**src/rtl/mlp_result_reader.sv**
```systemverilog
// mlp_result_reader: starts the MLP, waits for done, reads each picture's scores and emits argmax per picture.
// Define RESULT_READER_SCORE_EN to add res_score_o carrying the winning score.
module mlp_result_reader #(
  parameter int MAX_NUMBER_PIC = 10,
  parameter int NUM_CLASS      = 10,
  parameter int DATA_W         = 16,
  parameter int Y_BASE         = 0,
  parameter int TIMEOUT_W      = 20
) (
  input  logic                     clk,
  input  logic                     rst_n,
  input  logic                     run_i,
  output logic                     busy_o,
  output logic                     start_o,
  input  logic                     done_intr_i,
  output logic                     y_en_o,
  output logic [9:0]               y_addr_o,
  input  logic signed [DATA_W-1:0] y_data_i,
  output logic                     res_valid_o,
  input  logic                     res_ready_i,
  output logic [3:0]               res_class_o,
  output logic [3:0]               res_pic_o,
  output logic                     err_timeout_o,
  output logic                     all_done_o
`ifdef RESULT_READER_SCORE_EN
  ,
  output logic signed [DATA_W-1:0] res_score_o
`endif
);
  typedef enum logic [2:0] {IDLE, START, WAIT, READ, EMIT, FIN, TOUT} state_t;
  state_t state_q, state_d;
  logic [3:0] pic_q, pic_d, k_q, k_d, rd_k_q, cls_q, cls_d;
  logic [9:0] addr_q, addr_d;
  logic rd_vld_q, done_prev_q, valid_q, valid_d, err_q, err_d;
  logic [TIMEOUT_W-1:0] wd_q, wd_d, wd_inc;
  logic signed [DATA_W-1:0] max_q, max_d;
  logic edge_seen, last_k, take;

  function automatic logic [9:0] pic_addr(input logic [3:0] p);
    return 10'(Y_BASE + int'(p) * NUM_CLASS);
  endfunction

  assign edge_seen = done_intr_i && !done_prev_q;
  assign last_k    = k_q == 4'(NUM_CLASS - 1);
  assign wd_inc    = wd_q + 1'b1;
  // Data returned for index k is compared the cycle after its read; k=0 seeds the running max.
  assign take      = rd_vld_q && (rd_k_q == 4'd0 || y_data_i > max_q);

  always_comb begin
    state_d = state_q;
    pic_d   = pic_q;
    k_d     = k_q;
    addr_d  = addr_q;
    valid_d = valid_q;
    err_d   = err_q;
    wd_d    = wd_q;
    max_d   = take ? y_data_i : max_q;
    cls_d   = take ? rd_k_q : cls_q;
    unique case (state_q)
      IDLE:  if (run_i) begin
        state_d = START;
        err_d   = 1'b0;
      end
      START: begin
        state_d = WAIT;
        wd_d    = '0;
      end
      WAIT:  if (edge_seen) begin
        state_d = READ;
        pic_d   = 4'd0;
        k_d     = 4'd0;
        addr_d  = pic_addr(4'd0);
      end else if (&wd_inc) begin
        state_d = TOUT;
        err_d   = 1'b1;
      end else wd_d = wd_inc;
      READ:  begin
        k_d     = last_k ? 4'd0 : k_q + 4'd1;
        addr_d  = addr_q + 10'd1;
        state_d = last_k ? EMIT : READ;
      end
      EMIT:  if (!valid_q) valid_d = 1'b1;
      else if (res_ready_i) begin
        valid_d = 1'b0;
        if (pic_q == 4'(MAX_NUMBER_PIC - 1)) state_d = FIN;
        else begin
          state_d = READ;
          pic_d   = pic_q + 4'd1;
          addr_d  = pic_addr(pic_q + 4'd1);
        end
      end
      default: state_d = IDLE;
    endcase
  end

  always_ff @(posedge clk or negedge rst_n) begin
    if (!rst_n) begin
      state_q     <= IDLE;
      pic_q       <= '0;
      k_q         <= '0;
      rd_k_q      <= '0;
      cls_q       <= '0;
      addr_q      <= '0;
      rd_vld_q    <= 1'b0;
      done_prev_q <= 1'b0;
      valid_q     <= 1'b0;
      err_q       <= 1'b0;
      wd_q        <= '0;
      max_q       <= '0;
    end else begin
      state_q     <= state_d;
      pic_q       <= pic_d;
      k_q         <= k_d;
      rd_k_q      <= k_q;
      cls_q       <= cls_d;
      addr_q      <= addr_d;
      rd_vld_q    <= state_q == READ;
      done_prev_q <= done_intr_i;
      valid_q     <= valid_d;
      err_q       <= err_d;
      wd_q        <= wd_d;
      max_q       <= max_d;
    end
  end

  assign busy_o        = state_q != IDLE;
  assign start_o       = state_q == START;
  assign y_en_o        = state_q == READ;
  assign y_addr_o      = y_en_o ? addr_q : 10'd0;
  assign res_valid_o   = valid_q;
  assign res_class_o   = cls_q;
  assign res_pic_o     = pic_q;
  assign err_timeout_o = err_q;
  assign all_done_o    = state_q == FIN;
`ifdef RESULT_READER_SCORE_EN
  assign res_score_o   = max_q;
`endif
endmodule

```
**config.mk**
```make
export PLATFORM = sky130hd
export DESIGN_NAME = mlp_result_reader
export DESIGN_NICKNAME = d
export VERILOG_FILES = /design/src/rtl/mlp_result_reader.sv
export SDC_FILE = /design/constraint.sdc
export NUM_CORES = 1
export LEC_CHECK = 0
export ABC_AREA = 1
export BUFFER_PORTS_ARGS = -buffer_cell sky130_fd_sc_hd__buf_2
export CELL_PAD_IN_SITES_DETAIL_PLACEMENT = 1
export CELL_PAD_IN_SITES_GLOBAL_PLACEMENT = 2
export CORE_MARGIN = 4
export CORE_UTILIZATION = 34
export DETAILED_ROUTE_END_ITERATION = 6
export PLACE_DENSITY = 0.88
export SYNTH_ARGS = -nofsm -noshare
export SYNTH_HDL_FRONTEND = slang
export SYNTH_SLANG_ARGS = --single-unit
export TNS_END_PERCENT = 50
```
**constraint.sdc**
```tcl
create_clock -name clk -period 2.9 [get_ports clk]
set_input_delay 0.435 -clock clk [delete_from_list [all_inputs] [get_ports clk]]
set_output_delay 0.435 -clock clk [all_outputs]
set_load 0.01 [all_outputs]
```
**Yosys cells after proc, flatten, opt, wreduce, memory -nomap -nowiden**

Cells that the tools add are included.
Widths: inputs -> output; s select.

- Reduce and logical (&&, ||, !) cells: 19
- Equal/unequal tests: 16
- Magnitude comparators: 1
- $add $sub $neg: 4
- Multiply operators: 1
- Multiplexer cells: 30

Operators with widths:

| cell | count |
|---|---|
| $mux 10 | 5 |
| $mux 20 | 2 |
| $pmux 20 s2 | 1 |
| $pmux 10 s3 | 1 |
| $mux 3 | 7 |
| $add 20x1->20 const B | 1 |
| $mux 4 | 5 |
| $reduce_and 20->1 | 1 |
| $gt 16x16->1 | 1 |
| $ne 2x2->1 const B | 8 |
| $pmux 4 s2 | 2 |
| $pmux 3 s5 | 1 |
| $add 10x1->10 const B | 1 |
| $reduce_and 5->1 | 2 |
| $add 4x1->4 const B | 2 |
| $eq 4x4->1 const B | 2 |
| $reduce_and 4->1 | 2 |
| $reduce_bool 2->1 | 4 |
| $mul 4x3->7 const B | 1 |
| $eq 3x2->1 const B | 2 |
| $eq 3x3->1 const B | 2 |
| $reduce_bool 3->1 | 2 |
| $mux 1 | 5 |
| $logic_not 4->1 | 1 |
| other kinds (9) | 10 |

- Register bits after elaboration: 69
- Logic and storage cells: 83
- Output and inout port bits: 24

**Depth between registers and ports, before layout**

- Depth after elaboration: 6
- Gate-level depth with buffers: 16

**Worst setup path before layout**

Ideal clock, no wire load.

- Path kind: reg-to-reg
- From: reg pic_q[0], in the netlist res_pic_o[0]
- To: reg addr_q[6]
- Setup slack: 0.717 ns
- Buffers on the path: 0
- Arrival: 2.056 ns
- Stages on the path, launching flop included: 10
- Library setup time: 0.126 ns
- Cell sequence: dfrtp_1 nand3_1 xor2_1 ha_1 ha_1 fa_1 xnor2_1 o32ai_1 nand2_1 o21ai_0

- Longest elaborated chain between the ends: 6
- Elaborated cells on any way between the ends: 9
- Those cells by class: add/sub (1); mul (1); eq/ne (2); mux (4); reduce/logical (1)

RTL lines:

| item | line | source |
|---|---|---|
| start: declaration | 32 | `logic [3:0] pic_q, pic_d, k_q, k_d, rd_k_q, cls_q, cls_d;` |
| start signal: assignment | 112 | `pic_q <= pic_d;` |
| $add 4x1->4 | 89 | `addr_d = pic_addr(pic_q + 4'd1);` |
| $mul 4x3->7 | 40 | `return 10'(Y_BASE + int'(p) * NUM_CLASS);` |
| $mux 10 | 85 | `if (pic_q == 4'(MAX_NUMBER_PIC - 1)) state_d = FIN;` |
| $mux 10 | 83 | `else if (res_ready_i) begin` |
| $mux 10 | 82 | `EMIT: if (!valid_q) valid_d = 1'b1;` |
| $pmux 10 s3 | 59 | `unique case (state_q)` |
| end signal: assignment | 116 | `addr_q <= addr_d;` |
| end: declaration | 33 | `logic [9:0] addr_q, addr_d;` |

Parallel ways exist; a longest one is shown, timed or not. The select of a mux whose other input is x is not followed.
A chain may end at the register's enable or synchronous reset.

**Worst setup path in the final report**

- From: reg wd_q[1]
- To: reg wd_q[7]

- Longest elaborated chain between the ends: 4
- Elaborated cells on any way between the ends: 7
- Those cells by class: add/sub (1); eq/ne (1); mux (3); reduce/logical (2)

RTL lines:

| item | line | source |
|---|---|---|
| start: declaration | 35 | `logic [TIMEOUT_W-1:0] wd_q, wd_d, wd_inc;` |
| start signal: assignment | 121 | `wd_q <= wd_d;` |
| $add 20x1->20 * | 45 | `assign wd_inc = wd_q + 1'b1;` |
| $reduce_and 20->1 or $mux 20 (tied branches) | 73 | `end else if (&wd_inc) begin` |
| $ne 2x2->1 (no line) or $mux 20 (tied branches) | n/a |  |
| $reduce_and 3->1 (no line) or $pmux 20 s2 (tied branches) | n/a |  |

Mark *: on every way between the ends. The rest lies on a longest branch, timed or not. The select of a mux whose other input is x is not followed.

==> results.sh <==
export IMPL_antenna_left=0
export IMPL_place_congestion=0.808
export IMPL_via_count=3918
export IMPL_yosysSeqAreaShare_pct=39.6
export IMPL_ys_ff_latch=69
export IMPL_post_cts_buffers=0
export IMPL_grt_pass1_vias=4127
export IMPL_relSlewSlack_pct=60.2
export IMPL_n_antenna_cell=0
export IMPL_grt_pass1_wl_mm=19.6
export IMPL_tightest_slew_ns=0.598
export IMPL_drtPass1Iterations=4
export IMPL_clk_pin_slew_ns=0.06
export IMPL_seq_area_um2=1730
export IMPL_grt_overflow=0
export IMPL_hold_viol_final=0
export IMPL_root_buffer="clkbuf_16"
export IMPL_final_cell_mix="nand2_1, inv_1, dfrtp_1, nor2_1"
export IMPL_maxSlewViolCount=0
export IMPL_cts_hold_buf=0
export IMPL_worstSetupPathType="reg -> reg"
export IMPL_start_kind="flip-flop"
export IMPL_finalCritPeriodShare_pct=84.3
export IMPL_layout_commonest_cell="nand2_1"
export IMPL_multi_input_area_um2=2240
export IMPL_port_buffers=44
export IMPL_antenna_found_initial=0
export IMPL_setup_viol=0
export IMPL_wl_mm=11.4
export IMPL_endpoint_kind="flip-flop"
export IMPL_drt_iter0_drc=161
export IMPL_dpl_hpwl_mm=8.57
export IMPL_hold_worst_slack_ns=0.0816
export IMPL_htreeDepth=3
export IMPL_vias_per_cell=4.84
export IMPL_drc_errors=0
export IMPL_powerDensity_nw_per_um2=822
export IMPL_initial_utilization_pct=34.7
export IMPL_post_route_util_pct=40.7
export IMPL_syn_area_um2=4360
export IMPL_die_x_um=121
export IMPL_power_leakage_uw=0.00247
export IMPL_drive_gt1_share_pct=16.5
export IMPL_syn_to_final_growth_pct=17.1
export IMPL_cts_tree="built"
export IMPL_maxCapViolations=0
export IMPL_period_needed_ns=2.45
export IMPL_cts_resized=0
export IMPL_yosysUniqueCellTypes=32
export IMPL_cts_max_path_buffers=2
export IMPL_clock_skew_ns=0.00716
export IMPL_clkLatencyLatePin_ns=0.34
export IMPL_avgSynthCellArea_um2=7.46
export IMPL_grt_usage_pct=16.5
export IMPL_final_setup_worst_slack_ns=0.454
export IMPL_rsz0062_at_grt="false"
export IMPL_grt_max_degree=33
export IMPL_finalSetupTns_ns=0
export IMPL_power_uw=4200
export IMPL_core_rowCount=41
export IMPL_fill_cells=1595
export IMPL_cts_sinks=69
export IMPL_clock_fmax_mhz=409
export IMPL_final_nets=681
export IMPL_place_ws_ns=0.490
export IMPL_crit_required_ns=3.17
export IMPL_synth_nets=633
export IMPL_post_drt_wl_per_cell_um=14.1
export IMPL_cp_max_fo=26
export IMPL_die_area_um2=14700
export IMPL_yosys_warnings=0
export IMPL_boundaryPins=45
export IMPL_netlist_instances=585
export IMPL_die_h_um=121
export IMPL_hold_class="in -> async"
export IMPL_status="completed"
export IMPL_arrival_ns=2.71
export IMPL_fp_coreArea_um2=12600
export IMPL_numCtsBuffers=9
export IMPL_ir_drop_mv=0.335
cell families after synthesis:
kind of cell	count (synthesis)	synth area share (%)
AOI/OAI and AO/OA	74	11.0
xor gates and xnor gates	9	1.81
adders and majority gates	27	7.91
buffers and inverters	98	9.15
DFF	69	39.6
and+or+nand+nor	308	30.6
power by group:
part	internal (µW)	switching [µW]	total, µW
Clock	688	439	1130
Combinational	566	1100	1660
Sequential	1210	199	1410
Total	2470	1740	4200
through the flow:
stage                     cells  area, µm²
after floorplan             585       4360
after global placement      794       4810
after detailed placement    794       4810
after CTS                   810       5110
after global routing        810       5110
final                       810       5110
synthesized netlist by cell type:
cell type	number	area share [%]
nor2_1	56	4.8
a211oi_1	1	0.17
o21ai_2	20	4.0
o21ai_0	25	2.9
o22ai_1	6	0.86
nand3b_1	4	0.69
buf_2	1	0.11
a21oi_1	13	1.5
a22oi_1	2	0.34
o32ai_1	1	0.20
clkbuf_1	10	0.86
a21o_1	1	0.17
or2_2	6	0.86
a32oi_1	1	0.20
ha_1	26	7.5
o21bai_1	3	0.52
nand2_2	2	0.29
nand3_1	44	5.0
nand3_2	1	0.23
nor2_4	4	1.0
nand2_1	169	15
fa_1	1	0.46
nand2_4	1	0.26
nand4_1	11	1.6
xnor2_1	4	0.80
dfrtp_1	69	40
buf_6	4	1.0
inv_1	83	7.1
nor3_1	7	0.80
xor2_1	5	1.0
o211ai_1	1	0.17
nor2_2	3	0.43
registers in the layout, summed over array words and instances (netlist names):
register	cells
done_prev_q	1
k_q	4
state_q	3
err_timeout_o	1
max_q	16
addr_q	10
rd_vld_q	1
res_pic_o	4
wd_q	20
res_class_o	4
rd_k_q	4
res_valid_o	1
worst max-delay path, stage by stage (launching register included):
cell	delay, ns
dfrtp_1	0.41
ha_1	0.23
nand2_2	0.11
nor2_4	0.17
nand3_1	0.13
nor2_1	0.17
xor2_1	0.21
nand2_1	0.10
nor2_2	0.12
nand3_2	0.12
nand2_4	0.22
buf_12	0.22
nand2_1	0.09
o21ai_2	0.06
per-layer routing:
| metal | global-route usage, % | wire, µm |
|---|---|---|
| met1 | 21.9 | 5610 |
| met2 | 27.2 | 5340 |
| met3 | 2.84 | 341 |
| met4 | 5.46 | 134 |
| met5 | 0 | 0 |
final cells by class:
cell class | count | share of cell area (%)
well taps | 172 | 4.21
repair buffers | 52 | 6.22
flip-flops and latches | 69 | 33.8
multi-input cells | 418 | 43.8
clock buffers | 10 | 4.68
inverters | 83 | 6.10
clock inverters | 6 | 1.20
worst paths after layout:
path,startpoint,to,slack [ns],cells past startpoint
hold reg to reg,k_q[3],rd_k_q[3],0.45,0
setup / recovery,wd_q[1],wd_q[7],0.45,13
max in group asynchronous,rst_n,wd_q[18],2.13,2
setup reg to reg,wd_q[1],wd_q[7],0.45,13
min in group clk,done_intr_i,done_prev_q,0.22,1
hold / removal,rst_n,wd_q[8],0.08,1
No activity file was read; power rests on OpenSTA's default activity.
